### config.mk
export PLATFORM = sky130hd
export DESIGN_NAME = btn_uart_cmd_arbiter
export DESIGN_NICKNAME = d
export VERILOG_FILES = /design/src/rtl/btn_uart_cmd_arbiter_pkg.sv /design/src/rtl/btn_uart_cmd_arbiter_cmd_fifo.sv /design/src/rtl/btn_uart_cmd_arbiter.sv
export SDC_FILE = /design/constraint.sdc
export NUM_CORES = 1
export LEC_CHECK = 0
export ABC_AREA = 1
export CAP_MARGIN = 20
export CORE_MARGIN = 2
export CORE_UTILIZATION = 31
export DETAILED_ROUTE_END_ITERATION = 16
export GPL_TIMING_DRIVEN = 1
export PLACE_DENSITY = 0.54
export SLEW_MARGIN = 25
export SYNTH_ARGS = -nofsm -noshare
export SYNTH_HDL_FRONTEND = slang
export SYNTH_SLANG_ARGS = --single-unit
### constraint.sdc
create_clock -name clk -period 2.75 [get_ports clk]
set_input_delay 0.825 -clock clk [delete_from_list [all_inputs] [get_ports clk]]
set_output_delay 0.825 -clock clk [all_outputs]
set_load 0.05 [all_outputs]
### src/rtl/btn_uart_cmd_arbiter_pkg.sv
// Shared command codes, ASCII constants, FSM encodings and the UART byte decoder
// for the button/UART command arbiter.
package btn_uart_cmd_arbiter_pkg;

  localparam logic [2:0] CMD_L    = 3'd0;
  localparam logic [2:0] CMD_R    = 3'd1;
  localparam logic [2:0] CMD_C    = 3'd2;
  localparam logic [2:0] CMD_MODE = 3'd3;
  localparam logic [2:0] CMD_UD   = 3'd4;

  localparam logic [7:0] ASCII_L_UP = 8'h4C;
  localparam logic [7:0] ASCII_L_LO = 8'h6C;
  localparam logic [7:0] ASCII_R_UP = 8'h52;
  localparam logic [7:0] ASCII_R_LO = 8'h72;
  localparam logic [7:0] ASCII_C_UP = 8'h43;
  localparam logic [7:0] ASCII_C_LO = 8'h63;
  localparam logic [7:0] ASCII_M_UP = 8'h4D;
  localparam logic [7:0] ASCII_M_LO = 8'h6D;
  localparam logic [7:0] ASCII_U_UP = 8'h55;
  localparam logic [7:0] ASCII_U_LO = 8'h75;
  localparam logic [7:0] ASCII_CR   = 8'h0D;
  localparam logic [7:0] ASCII_LF   = 8'h0A;

  typedef enum logic [1:0] {
    ST_IDLE  = 2'd0,
    ST_ISSUE = 2'd1,
    ST_GAP   = 2'd2
  } state_t;

  // valid: byte maps to a command; ignore: line terminator, silently dropped
  typedef struct packed {
    logic       valid;
    logic       ignore;
    logic [2:0] cmd;
  } dec_t;

  function automatic dec_t decode_byte(input logic [7:0] b);
    dec_t d;
    d.valid  = 1'b1;
    d.ignore = 1'b0;
    d.cmd    = CMD_L;
    case (b)
      ASCII_L_UP, ASCII_L_LO: d.cmd = CMD_L;
      ASCII_R_UP, ASCII_R_LO: d.cmd = CMD_R;
      ASCII_C_UP, ASCII_C_LO: d.cmd = CMD_C;
      ASCII_M_UP, ASCII_M_LO: d.cmd = CMD_MODE;
      ASCII_U_UP, ASCII_U_LO: d.cmd = CMD_UD;
      ASCII_CR, ASCII_LF: begin
        d.valid  = 1'b0;
        d.ignore = 1'b1;
      end
      default: d.valid = 1'b0;
    endcase
    return d;
  endfunction

endpackage

### src/rtl/btn_uart_cmd_arbiter_cmd_fifo.sv
// Small synchronous FIFO holding decoded UART commands. A push into a full FIFO
// is accepted when a pop happens in the same cycle.
module btn_uart_cmd_arbiter_cmd_fifo #(
  parameter int DEPTH  = 4,
  parameter int ADDR_W = 2,
  parameter int WIDTH  = 3
) (
  input  logic              clk,
  input  logic              reset,
  input  logic              i_push,
  input  logic              i_pop,
  input  logic [WIDTH-1:0]  i_din,
  output logic [WIDTH-1:0]  o_dout,
  output logic [ADDR_W:0]   o_count,
  output logic              o_full,
  output logic              o_empty
);

  localparam logic [ADDR_W:0] FULL_CNT = (ADDR_W+1)'(DEPTH);

  logic [WIDTH-1:0]  r_mem [DEPTH];
  logic [ADDR_W-1:0] r_wr_ptr;
  logic [ADDR_W-1:0] r_rd_ptr;
  logic [ADDR_W:0]   r_count;
  logic              w_do_pop;
  logic              w_do_push;

  assign o_full    = (r_count == FULL_CNT);
  assign o_empty   = (r_count == '0);
  assign w_do_pop  = i_pop & ~o_empty;
  assign w_do_push = i_push & (~o_full | w_do_pop);
  assign o_dout    = r_mem[r_rd_ptr];
  assign o_count   = r_count;

  // Pointer and occupancy bookkeeping
  always_ff @(posedge clk) begin
    if (reset) begin
      r_wr_ptr <= '0;
      r_rd_ptr <= '0;
      r_count  <= '0;
    end else begin
      if (w_do_push) r_wr_ptr <= r_wr_ptr + ADDR_W'(1);
      if (w_do_pop)  r_rd_ptr <= r_rd_ptr + ADDR_W'(1);
      case ({w_do_push, w_do_pop})
        2'b10:   r_count <= r_count + (ADDR_W+1)'(1);
        2'b01:   r_count <= r_count - (ADDR_W+1)'(1);
        default: r_count <= r_count;
      endcase
    end
  end

  // Storage array; contents need no reset because occupancy gates every read
  always_ff @(posedge clk) begin
    if (w_do_push) r_mem[r_wr_ptr] <= i_din;
  end

endmodule

### src/rtl/btn_uart_cmd_arbiter.sv
// Merges edge-detected button pulses and UART ASCII commands into a single paced
// stream of one-cycle button pulses plus mode/up-down switch overrides. Physical
// buttons always win over queued UART commands.
module btn_uart_cmd_arbiter
  import btn_uart_cmd_arbiter_pkg::*;
#(
  parameter int GAP_CYCLES = 4,
  parameter int FIFO_DEPTH = 4,
  parameter int ADDR_W     = 2
) (
  input  logic              clk,
  input  logic              reset,
  input  logic              i_btn_L,
  input  logic              i_btn_R,
  input  logic              i_btn_C,
  input  logic              i_sw_watch_stopwatch,
  input  logic              i_sw_up_down,
  input  logic [7:0]        i_rx_data,
  input  logic              i_rx_done,
  output logic              o_btn_L,
  output logic              o_btn_R,
  output logic              o_btn_C,
  output logic              o_sw_watch_stopwatch,
  output logic              o_sw_up_down,
  output logic [ADDR_W:0]   o_fifo_count,
  output logic              o_drop,
  output logic              o_cmd_err,
  output logic              o_busy
);

  localparam int GAP_W = $clog2(GAP_CYCLES + 1);
  localparam logic [GAP_W-1:0] GAP_LAST = GAP_W'(GAP_CYCLES - 1);

  state_t           r_state;
  state_t           w_state_nxt;
  logic [GAP_W-1:0] r_gap_cnt;
  logic [2:0]       r_cmd;
  logic             r_p_L;
  logic             r_p_R;
  logic             r_p_C;
  logic             r_mode_tgl;
  logic             r_ud_tgl;
  logic             r_drop;
  logic             r_cmd_err;

  dec_t             w_dec;
  logic             w_push;
  logic             w_pop;
  logic             w_full;
  logic             w_empty;
  logic [2:0]       w_fifo_dout;
  logic             w_clr_L;
  logic             w_clr_R;
  logic             w_clr_C;
  logic             w_load;
  logic [2:0]       w_load_cmd;

  assign w_dec  = decode_byte(i_rx_data);
  assign w_push = i_rx_done & w_dec.valid;

  btn_uart_cmd_arbiter_cmd_fifo #(
    .DEPTH  (FIFO_DEPTH),
    .ADDR_W (ADDR_W),
    .WIDTH  (3)
  ) u_cmd_fifo (
    .clk     (clk),
    .reset   (reset),
    .i_push  (w_push),
    .i_pop   (w_pop),
    .i_din   (w_dec.cmd),
    .o_dout  (w_fifo_dout),
    .o_count (o_fifo_count),
    .o_full  (w_full),
    .o_empty (w_empty)
  );

  // Sticky pending flags: a new pulse re-arms even in the cycle its flag is consumed
  always_ff @(posedge clk) begin
    if (reset) begin
      r_p_L <= 1'b0;
      r_p_R <= 1'b0;
      r_p_C <= 1'b0;
    end else begin
      r_p_L <= (r_p_L & ~w_clr_L) | i_btn_L;
      r_p_R <= (r_p_R & ~w_clr_R) | i_btn_R;
      r_p_C <= (r_p_C & ~w_clr_C) | i_btn_C;
    end
  end

  // Next-state logic: physical C>L>R first, then the UART queue
  always_comb begin
    w_state_nxt = r_state;
    w_pop       = 1'b0;
    w_clr_L     = 1'b0;
    w_clr_R     = 1'b0;
    w_clr_C     = 1'b0;
    w_load      = 1'b0;
    w_load_cmd  = CMD_L;
    case (r_state)
      ST_IDLE: begin
        if (r_p_C) begin
          w_clr_C     = 1'b1;
          w_load      = 1'b1;
          w_load_cmd  = CMD_C;
          w_state_nxt = ST_ISSUE;
        end else if (r_p_L) begin
          w_clr_L     = 1'b1;
          w_load      = 1'b1;
          w_load_cmd  = CMD_L;
          w_state_nxt = ST_ISSUE;
        end else if (r_p_R) begin
          w_clr_R     = 1'b1;
          w_load      = 1'b1;
          w_load_cmd  = CMD_R;
          w_state_nxt = ST_ISSUE;
        end else if (!w_empty) begin
          w_pop       = 1'b1;
          w_load      = 1'b1;
          w_load_cmd  = w_fifo_dout;
          w_state_nxt = ST_ISSUE;
        end
      end
      ST_ISSUE: w_state_nxt = ST_GAP;
      ST_GAP: begin
        if (r_gap_cnt == GAP_LAST) w_state_nxt = ST_IDLE;
      end
      default: w_state_nxt = ST_IDLE;
    endcase
  end

  // FSM state register and gap counter
  always_ff @(posedge clk) begin
    if (reset) begin
      r_state   <= ST_IDLE;
      r_gap_cnt <= '0;
    end else begin
      r_state <= w_state_nxt;
      if (r_state == ST_ISSUE)    r_gap_cnt <= '0;
      else if (r_state == ST_GAP) r_gap_cnt <= r_gap_cnt + GAP_W'(1);
    end
  end

  // Command being issued; only meaningful while in ISSUE so it carries no reset
  always_ff @(posedge clk) begin
    if (w_load) r_cmd <= w_load_cmd;
  end

  // Switch override toggles flip at the end of the ISSUE cycle
  always_ff @(posedge clk) begin
    if (reset) begin
      r_mode_tgl <= 1'b0;
      r_ud_tgl   <= 1'b0;
    end else if (r_state == ST_ISSUE) begin
      if (r_cmd == CMD_MODE) r_mode_tgl <= ~r_mode_tgl;
      if (r_cmd == CMD_UD)   r_ud_tgl   <= ~r_ud_tgl;
    end
  end

  // Registered one-cycle status pulses for lost and unrecognised bytes
  always_ff @(posedge clk) begin
    if (reset) begin
      r_drop    <= 1'b0;
      r_cmd_err <= 1'b0;
    end else begin
      r_drop    <= w_push & w_full & ~w_pop;
      r_cmd_err <= i_rx_done & ~w_dec.valid & ~w_dec.ignore;
    end
  end

  assign o_btn_L              = (r_state == ST_ISSUE) && (r_cmd == CMD_L);
  assign o_btn_R              = (r_state == ST_ISSUE) && (r_cmd == CMD_R);
  assign o_btn_C              = (r_state == ST_ISSUE) && (r_cmd == CMD_C);
  assign o_sw_watch_stopwatch = i_sw_watch_stopwatch ^ r_mode_tgl;
  assign o_sw_up_down         = i_sw_up_down ^ r_ud_tgl;
  assign o_drop               = r_drop;
  assign o_cmd_err            = r_cmd_err;
  assign o_busy               = (r_state != ST_IDLE);

endmodule

==> flow_summary.toml <==
[outcome]
outcome = "complete, no violations"

[cells_and_area]
nFillCells = 565
multiInputGateArea_um2 = 752.0
ff_latch_area_um2 = 870.8
layout.nets = 267
utilization_pct = 41.75
drive_gt1_share_pct = 17.62
final_common_cell = "nor2_1"
area_delta_synth_final_pct = 31.27
mostFrequentLayoutCells = "nor2_1, inv_1, dfxtp_1"
antenna_cells = 0

[yosys]
ys_types = 30
yosysSeqAreaShare_pct = 50.04
synthFlopType = "dfxtp_1"
synth_cells = 201
synth-async-reset-ratio_pct = 0
synth-edff-count = 15
ys_warn_count = 0
syn_avg_cell_area_um2 = 8.659
ys_ff_latch = 36
syn_area_um2 = 1740
syn_nets = 225

[setup_path]
cp_data_arrival_time_ns = 2.78
cp_max_fo = 3
r2r_slack_ns = 0.75
cpPeakStageDelay_ns = 0.51
worstReg2RegStart = "r_state[1]"
path_common_cell = "nor2_1"
startpoint_type = "input port"
endpoint = "u_cmd_fifo.o_count[1]"
crit_required_ns = 2.97
worstPathCellList = "clkdlybuf4s50_1 -> nand3_2 -> nor2_1 -> nor2_4 -> nand2_4 -> nand2_4 -> ha_1 -> inv_1 -> fa_2 -> nor2_1 -> a21oi_1 -> nor2_1"
path_depth = 12
cp-end-kind = "flop"
setup.worst_path.class = "input port to flop"
r2r_end = "u_cmd_fifo.o_count[1]"
crit_slowest_cell = "clkdlybuf4s50_1"
critPathBufInv = 2
rr_worst_depth = 12
cp_top_family = "simple AND/OR/NAND/NOR gates"
cp-startpoint = "i_rx_data[6]"

[place]
port_buffers = 26
dp_slack_ns = -0.2363
dp_hpwl_um = 2484
gp_congestion = 0.7325

[clock_tree]
clk_path_buf_depth = 2
cts_made_buffers = 5
insertion_delay_ns = 0.28
cts.clk_slew.worst_paths_ns = 0.07
cts_tree = "yes"
cts.sink_count = 36
cts_setup_buffers = 0
htree_levels = 2
cts_root_buffer = "clkbuf_8"

[sta]
worst_pin_slew_ns = 0.5034
worst_slack_ns = 0.1956
final_hold_viol_count = 0
min_period_over_period_pct = 92.89
clock_skew_ns = 0.007333
fmax_mhz = 391.5
relSlewSlack_pct = 66.33
rsz0062_at_grt = "false"
setup_viol = 0
drv_slew = 0
period_minus_slack_ns = 2.554
holdWs_ns = 0.4728

[job]
cap_violations = 0

[global_route]
grt_pass1_vias = 1264
grtUsageTotal_pct = 11.20
grt_pass1_wl_um = 5430
antenna_found_initial = 0
grt_max_degree = 12
grt_overflow = 0

[min_path]
hold_depth = 2
hp-class = "flop to flop"

[power]
vdd_drop_max_mv = 0.1834
p_clk_share_pct = 31.1
p_leak_uw = 0.0009714
p_switching_uw = 315.8
swShare_pct = 27.58
power.internal_uw = 829.4
pwr_density_cell_nw_per_um2 = 501.3
seqPwrFrac_pct = 52.2
pwr-share-comb_pct = 16.7

[floorplanning]
die-area_um2 = 6230
fp-row-count = 27
die_h_um = 78.93
core_um2 = 5473
boundaryPins = 27
start_util_pct = 31.80
die_w_um = 78.93

[drt]
ant_nets = 0
wl_um = 3169
avgViaCountPerCell = 4.323
dr.first_iter.drc_count = 77
dr.pass1.iters = 4
num_vias = 1366
remaining_drc_errors = 0
wl_per_cell_um = 10.03
[tightest hold or removal path: cells and delay by family (launching register included)]
family | cells | cell delay [ns]
buffers and inverters | 1 | 0.05
flip-flops | 1 | 0.30
AO/OA/AOI/OAI | 1 | 0.07
[final cells by class]
cell class / count / share of cell area [%]
tap: 72 / 3.943
clock inverter: 3 / 0.6024
sequential: 36 / 38.12
timing repair buffer: 36 / 15.66
multi-input combinational: 129 / 32.91
clock buffer: 5 / 3.012
inverter: 35 / 5.750
[per-stage QoR]
step | TNS (ns) | total power, uW | cells | instance area [um2]
after floorplan | 0 | 724.9 | 201 | 1740
after global placement | -0.3670 | 800.0 | 308 | 2175
after detailed placement | -0.4171 | 801.6 | 308 | 2175
after CTS | 0 | 1157 | 316 | 2257
after global routing | 0 | 1210 | 316 | 2285
final | 0 | 1145 | 316 | 2285
[worst min path at each step]
| stage | from | end | slack, ns |
|---|---|---|---|
| after floorplan | u_cmd_fifo.r_rd_ptr[1] | flop | 0.44 |
| after global placement | u_cmd_fifo.r_rd_ptr[0] | flop | 0.46 |
| after detailed placement | u_cmd_fifo.r_rd_ptr[1] | u_cmd_fifo.r_rd_ptr[1] | 0.46 |
| after CTS | u_cmd_fifo.r_rd_ptr[1] | flop | 0.48 |
| after global routing | u_cmd_fifo.r_rd_ptr[1] | flop | 0.50 |
| final | u_cmd_fifo.r_rd_ptr[1] | flop | 0.47 |
[kinds of logic after synthesis]
group,after synthesis,share of synthesized area [%]
simple gates,78,22.29
compound gates,41,12.73
buf+inv,36,7.764
flops,36,50.04
fa+ha+maj,8,6.182
xor+xnor,2,1.007
[synth_stat cells (3+ instances only)]
cell / number / area share (%)
nand2_1: 17 / 3.7
nor2_2: 4 / 1.4
nor3_1: 3 / 0.86
nor2_1: 34 / 7.3
inv_1: 34 / 7.3
nand3_2: 3 / 1.7
dfxtp_1: 21 / 24
a21oi_1: 18 / 5.2
edfxtp_1: 15 / 26
o21ai_0: 17 / 4.9
nand3_1: 5 / 1.4
ha_1: 7 / 5.0
[power by group through the flow]
stage	combinational (uW)	sequential, uW	clock [uW]
finish	192	598	356
global route	214	601	395
CTS	193	597	367
detailed placement	192	609	0
global placement	191	609	0
floorplan	114	610	0
[registers in the layout (all words and copies together) (netlist names), named ones only]
name                 count
r_p_R                    1
u_cmd_fifo.r_rd_ptr      2
u_cmd_fifo.r_mem        12
r_gap_cnt                3
r_cmd                    3
r_ud_tgl                 1
r_p_C                    1
o_cmd_err                1
r_mode_tgl               1
r_p_L                    1
u_cmd_fifo.r_wr_ptr      2
r_state                  2
u_cmd_fifo.o_count       3
o_drop                   1
[layer usage]
metal / vias up / part of all wire (%) / global-route usage (%)
li1: 743 / - / -
met1: 601 / 47 / 14.14
met2: 20 / 48 / 18.12
met3: 2 / 4.3 / 3.750
met4: 0 / 0.50 / 3.621
met5: - / 0 / 0
[timing repair]
action	CTS	global route
hold buffers	0	0
resized for setup	0	12
endpoints found under the setup margin	0	2
Power figures use the tool's default switching activity.
